[config.mk]
export PLATFORM = sky130hd
export DESIGN_NAME = srsw_stream_fifo
export DESIGN_NICKNAME = d
export VERILOG_FILES = /design/src/rtl/srsw_stream_fifo.sv
export SDC_FILE = /design/constraint.sdc
export NUM_CORES = 1
export LEC_CHECK = 0
export ABC_AREA = 1
export BUFFER_PORTS_ARGS = -buffer_cell sky130_fd_sc_hd__clkbuf_2
export CAP_MARGIN = 20
export CELL_PAD_IN_SITES_DETAIL_PLACEMENT = 0
export CELL_PAD_IN_SITES_GLOBAL_PLACEMENT = 1
export CORE_UTILIZATION = 25
export CTS_CLUSTER_DIAMETER = 120
export CTS_CLUSTER_SIZE = 24
export DETAILED_ROUTE_END_ITERATION = 8
export MAX_ROUTING_LAYER = met4
export PLACE_DENSITY_LB_ADDON = 0.1
export SYNTH_ARGS = -nofsm -noshare
export SYNTH_HDL_FRONTEND = slang
export SYNTH_SLANG_ARGS = --single-unit
[constraint.sdc]
create_clock -name clock -period 2.8 [get_ports clock]
set_clock_uncertainty 0.15 [all_clocks]
set_input_delay 0.14 -clock clock [delete_from_list [all_inputs] [get_ports clock]]
set_output_delay 0.14 -clock clock [all_outputs]
set_load 0.02 [all_outputs]
[src/rtl/srsw_stream_fifo.sv]
// Streaming FIFO in front of a registered-read single-port-pair RAM.
// A two-entry output buffer hides the one-cycle RAM read latency so a word can move every cycle.
module srsw_stream_fifo #(
  parameter int DATA_WIDTH = 32,
  parameter int ADDR_WIDTH = 2
) (
  input  logic                  clock,
  input  logic                  resetn,
  input  logic                  in_valid,
  output logic                  in_ready,
  input  logic [DATA_WIDTH-1:0] in_data,
  output logic                  out_valid,
  input  logic                  out_ready,
  output logic [DATA_WIDTH-1:0] out_data,
  output logic                  ram_wen,
  output logic [ADDR_WIDTH-1:0] ram_waddr,
  output logic [DATA_WIDTH-1:0] ram_wdata,
  output logic                  ram_ren,
  output logic [ADDR_WIDTH-1:0] ram_raddr,
  input  logic [DATA_WIDTH-1:0] ram_rdata,
  output logic [ADDR_WIDTH+1:0] count
);

  localparam logic [ADDR_WIDTH:0]   USED_ONE = {{ADDR_WIDTH{1'b0}}, 1'b1};
  localparam logic [ADDR_WIDTH-1:0] PTR_ONE  = ADDR_WIDTH'(1'b1);

  logic [ADDR_WIDTH-1:0] wptr_r;
  logic [ADDR_WIDTH-1:0] rptr_r;
  logic [ADDR_WIDTH:0]   ram_used_r;
  logic                  inflight_r;
  logic [1:0]            buf_cnt_r;
  logic [DATA_WIDTH-1:0] buf0_r;
  logic [DATA_WIDTH-1:0] buf1_r;

  logic       push_s;
  logic       pop_s;
  logic       cap_s;
  logic       readable_s;
  logic       ren_s;
  logic [2:0] occ_s;

  // Handshakes and read scheduling; ram_used can only reach DEPTH, so its MSB flags full.
  always_comb begin
    push_s     = in_valid & ~ram_used_r[ADDR_WIDTH] & resetn;
    pop_s      = (buf_cnt_r != 2'd0) & out_ready;
    cap_s      = inflight_r;
    readable_s = ram_used_r > {{ADDR_WIDTH{1'b0}}, inflight_r};
    // Counting this cycle's pop keeps the pipeline full at one word per cycle.
    occ_s      = {1'b0, buf_cnt_r} + {2'b00, inflight_r} - {2'b00, pop_s};
    ren_s      = readable_s & (occ_s < 3'd2);
  end

  assign in_ready  = ~ram_used_r[ADDR_WIDTH];
  assign ram_wen   = push_s;
  assign ram_waddr = wptr_r;
  assign ram_wdata = in_data;
  assign ram_ren   = ren_s;
  assign ram_raddr = rptr_r;
  assign out_valid = buf_cnt_r != 2'd0;
  assign out_data  = out_valid ? buf0_r : {DATA_WIDTH{1'b0}};
  assign count     = {1'b0, ram_used_r} + {{ADDR_WIDTH{1'b0}}, buf_cnt_r};

  // RAM pointers, occupancy of the RAM and the read-in-flight flag.
  always_ff @(posedge clock or negedge resetn) begin
    if (!resetn) begin
      wptr_r     <= {ADDR_WIDTH{1'b0}};
      rptr_r     <= {ADDR_WIDTH{1'b0}};
      ram_used_r <= {(ADDR_WIDTH+1){1'b0}};
      inflight_r <= 1'b0;
    end else begin
      if (push_s) wptr_r <= wptr_r + PTR_ONE;
      else        wptr_r <= wptr_r;
      if (ren_s)  rptr_r <= rptr_r + PTR_ONE;
      else        rptr_r <= rptr_r;
      inflight_r <= ren_s;
      case ({push_s, cap_s})
        2'b10:   ram_used_r <= ram_used_r + USED_ONE;
        2'b01:   ram_used_r <= ram_used_r - USED_ONE;
        default: ram_used_r <= ram_used_r;
      endcase
    end
  end

  // Output buffer: rdata is sampled only in the capture cycle, buf0 is always the head.
  always_ff @(posedge clock or negedge resetn) begin
    if (!resetn) begin
      buf_cnt_r <= 2'd0;
      buf0_r    <= {DATA_WIDTH{1'b0}};
      buf1_r    <= {DATA_WIDTH{1'b0}};
    end else begin
      case ({cap_s, pop_s})
        2'b10: begin
          buf_cnt_r <= buf_cnt_r + 2'd1;
          if (buf_cnt_r == 2'd0) buf0_r <= ram_rdata;
          else                   buf1_r <= ram_rdata;
        end
        2'b01: begin
          buf_cnt_r <= buf_cnt_r - 2'd1;
          buf0_r    <= buf1_r;
        end
        2'b11: begin
          if (buf_cnt_r == 2'd1) begin
            buf0_r <= ram_rdata;
          end else begin
            buf0_r <= buf1_r;
            buf1_r <= ram_rdata;
          end
        end
        default: begin
          buf_cnt_r <= buf_cnt_r;
        end
      endcase
    end
  end

endmodule

==> results.py <==
metrics = {
    "synthesis": {
        "synth-simple-area-share": 0.344,
        "syn-num-nets": 647,
        "synth_compound_area_frac": 0.00697,
        "muxShareOfSynthArea": 0,
        "synth_xor_area_frac": 0.0148,
        "synth_top_family_by_area": "simple AND/OR/NAND/NOR gates",
        "yosysWarnings": 0,
        "synthAdderAreaFrac": 0.0418,
        "seq_area_frac_synth": 0.448,
        "syn_inst": 567,
        "synth_seq_cells": 74,
        "ys_types": 20,
        "syn_area_um2": 4130,
        "syn-mean-instance-area_um2": 7.29,
    },
    "die": {
        "io_pins": 144,
        "rows": 46,
        "initial_core_util": 0.258,
        "coreArea_um2": 16000,
        "die_h_um": 131,
        "dieArea_um2": 17000,
        "die_x_um": 131,
    },
    "finish": {
        "layout_commonest_cell": "nand2_1",
        "fin_nets": 733,
        "diodes": 0,
        "final_cell_mix": "nand2_1 (242), clkbuf_2 (77), dfrtp_1 (74)",
        "post-route-util": 0.329,
        "final_cell_area_um2": 5270,
        "synthToLayoutAreaGrowth_pct": 27.6,
        "drive_gt1_frac": 0.198,
    },
    "placed_design": {
        "place_area_um2": 4580,
        "gp_congestion": 0.760,
        "hpwl_um": 7260,
        "port_buffers": 79,
    },
    "timing": {
        "fmax_mhz": 358,
        "relSlewSlack": 0.552,
        "hold_viol": 0,
        "finalCritPeriodShare": 0.998,
        "rsz0062_at_grt": "true",
        "setup_viol": 0,
        "worst_pin_slew_ns": 0.670,
        "fin_tns_setup_ns": 0,
        "finalMaxSlewViolations": 0,
        "holdWs_ns": 0.0700,
        "finalCriticalPeriod_ns": 2.80,
    },
    "routing": {
        "drt_iter0_drc": 197,
        "vias_per_cell": 4.16,
        "drt_pass1_iterations": 6,
        "drc": 0,
        "postRouteAntennaNets": 0,
        "wl_per_cell_um": 13.3,
        "wl_um": 11700,
        "via_count": 3636,
    },
    "clocking": {
        "numCtsBuffers": 9,
        "cts.path.max_buffers": 2,
        "cts-root-buf": "clkbuf_16",
        "cts.sinks": 74,
        "clkLatencyLatePin_ns": 0.34,
        "htree_levels": 3,
        "cts_tree": "yes",
        "path_clk_slew_ns": 0.06,
    },
    "pwr": {
        "p_leak_nw": 2.97,
        "p_total_w": 0.00653,
        "max-vdd-ir-drop_mv": 0.596,
        "powerDensity_nw_per_um2": 1240,
    },
    "worst_setup_path": {
        "critical-path-top-delay-family": "adder cells",
        "end_kind": "output port",
        "cp_slowest_cell": "fa_1",
        "reg2regPathDepth": 13,
        "worstPathArrival_ns": 2.51,
        "cp-start-kind": "flip-flop",
        "path_buf_inv": 6,
        "cp_max_fo": 3,
        "worst-setup-path-type": "flip-flop to output port",
        "required_ns": 2.51,
        "crit_path_max_incr_delay_ns": 0.53,
        "path_cells": "inv_2 > ha_4 > inv_4 > nand2_4 > inv_4 > ha_4 > or2_4 > fa_1 > inv_1 > a21oi_2 > nand3_2 > inv_2 > buf_8",
        "cp_num_cells": 13,
    },
    "global_routing": {
        "grt_pass1_wl_um": 18800,
        "grt_overflow": 0,
        "grt_max_degree": 41,
        "grt_usage": 0.152,
        "grt_pass1_vias": 3601,
        "antenna_found_initial": 0,
    },
    "run_status": {
        "status": "finished clean",
    },
    "hold_path": {
        "worstHoldPathCells": 4,
        "hold_class": "primary input to flip-flop",
    },
    "flow_run": {
        "maxCapViolations": 0,
    },
}
-- state kept, by name (all words and copies together), names as in the netlist --
signal / flops
buf_cnt_r: 2
ram_waddr: 2
ram_used_r: 3
buf1_r: 32
buf0_r: 32
ram_raddr: 2
cap_s: 1
-- synth_stat cells --
library cell  instances  share of area
a21oi_1               2         0.0024
buf_2                18          0.022
buf_4                36          0.065
clkbuf_1              6         0.0055
dfrtp_1              74           0.45
fa_1                  3          0.015
ha_1                  9          0.027
inv_1                53          0.048
inv_2                 2         0.0018
inv_4                 1         0.0015
nand2_1             242           0.22
nand2_2               2         0.0030
nand3_1              68          0.082
nand3b_1              1         0.0018
nor2_1               39          0.035
o21ai_0               2         0.0024
o21ai_2               1         0.0021
or2_2                 1         0.0015
xnor2_1               4         0.0085
xor2_1                3         0.0064
-- cell families (layout without fill, tap and decap cells) --
kind of cell | Yosys count | count (layout)
DFF | 74 | 74
xor gates and xnor gates | 7 | 7
buffers and inverters | 116 | 207
and+or+nand+nor | 353 | 353
adders and majority gates | 12 | 12
AOI/OAI and AO/OA | 5 | 5
-- worst paths after layout --
| kind | startpoint | endpoint | slack, ns |
|---|---|---|---|
| max reg2reg | buf_cnt_r[0] | cap_s | 0.42 |
| max | buf_cnt_r[0] | ram_ren | 0.005 |
| max in group asynchronous | resetn | ram_used_r[2] | 1.20 |
| min | in_valid | ram_waddr[0] | 0.07 |
| min reg2reg | ram_waddr[1] | ram_waddr[1] | 0.31 |
| min in group asynchronous | resetn | buf0_r[14] | 0.35 |
-- worst min-delay path: stages --
cell and delay [ns]:
clkbuf_2 0.08, nand3_1 0.12, nor2_1 0.08, nor2_1 0.09
-- repair_timing --
item	in CTS	in global routing
gates resized for setup	9	3
buffers inserted	2	4
pin swaps	4	3
hold buffers	33	0
hold endpoints to repair	91	0
setup endpoints to repair	1	1
-- power by group --
part | switching [W] | total (W) | internal [W]
clock | 0.000445 | 0.00107 | 0.000621
combinational | 0.00227 | 0.00359 | 0.00132
sequential | 0.000277 | 0.00187 | 0.00160
-- stage by stage --
stage	instances	setup slack (ns)
after floorplan	567	0.00547
after global placement	819	0.0870
after detailed placement	819	0.0390
after CTS	870	-0.126
after global routing	874	-0.138
final	874	0.00463
-- layout make-up --
cell class | count | area (um^2)
clock buffers | 13 | 250
clock inverters | 3 | 15.0
fillers | 1801 | 10700
inverters | 56 | 215
multi-input cells | 377 | 1730
flip-flops and latches | 74 | 1850
well taps | 216 | 270
repair buffers | 135 | 936
-- routing by layer --
metal | track usage | routed length (um) | up-vias
met5 | - | 0 | -
met4 | 0.0751 | 212 | 0
met3 | 0.0248 | 351 | 28
met2 | 0.239 | 5450 | 79
met1 | 0.190 | 5640 | 1683
li1 | - | - | 1846
Note: power is estimated with default switching activity, not from simulation.
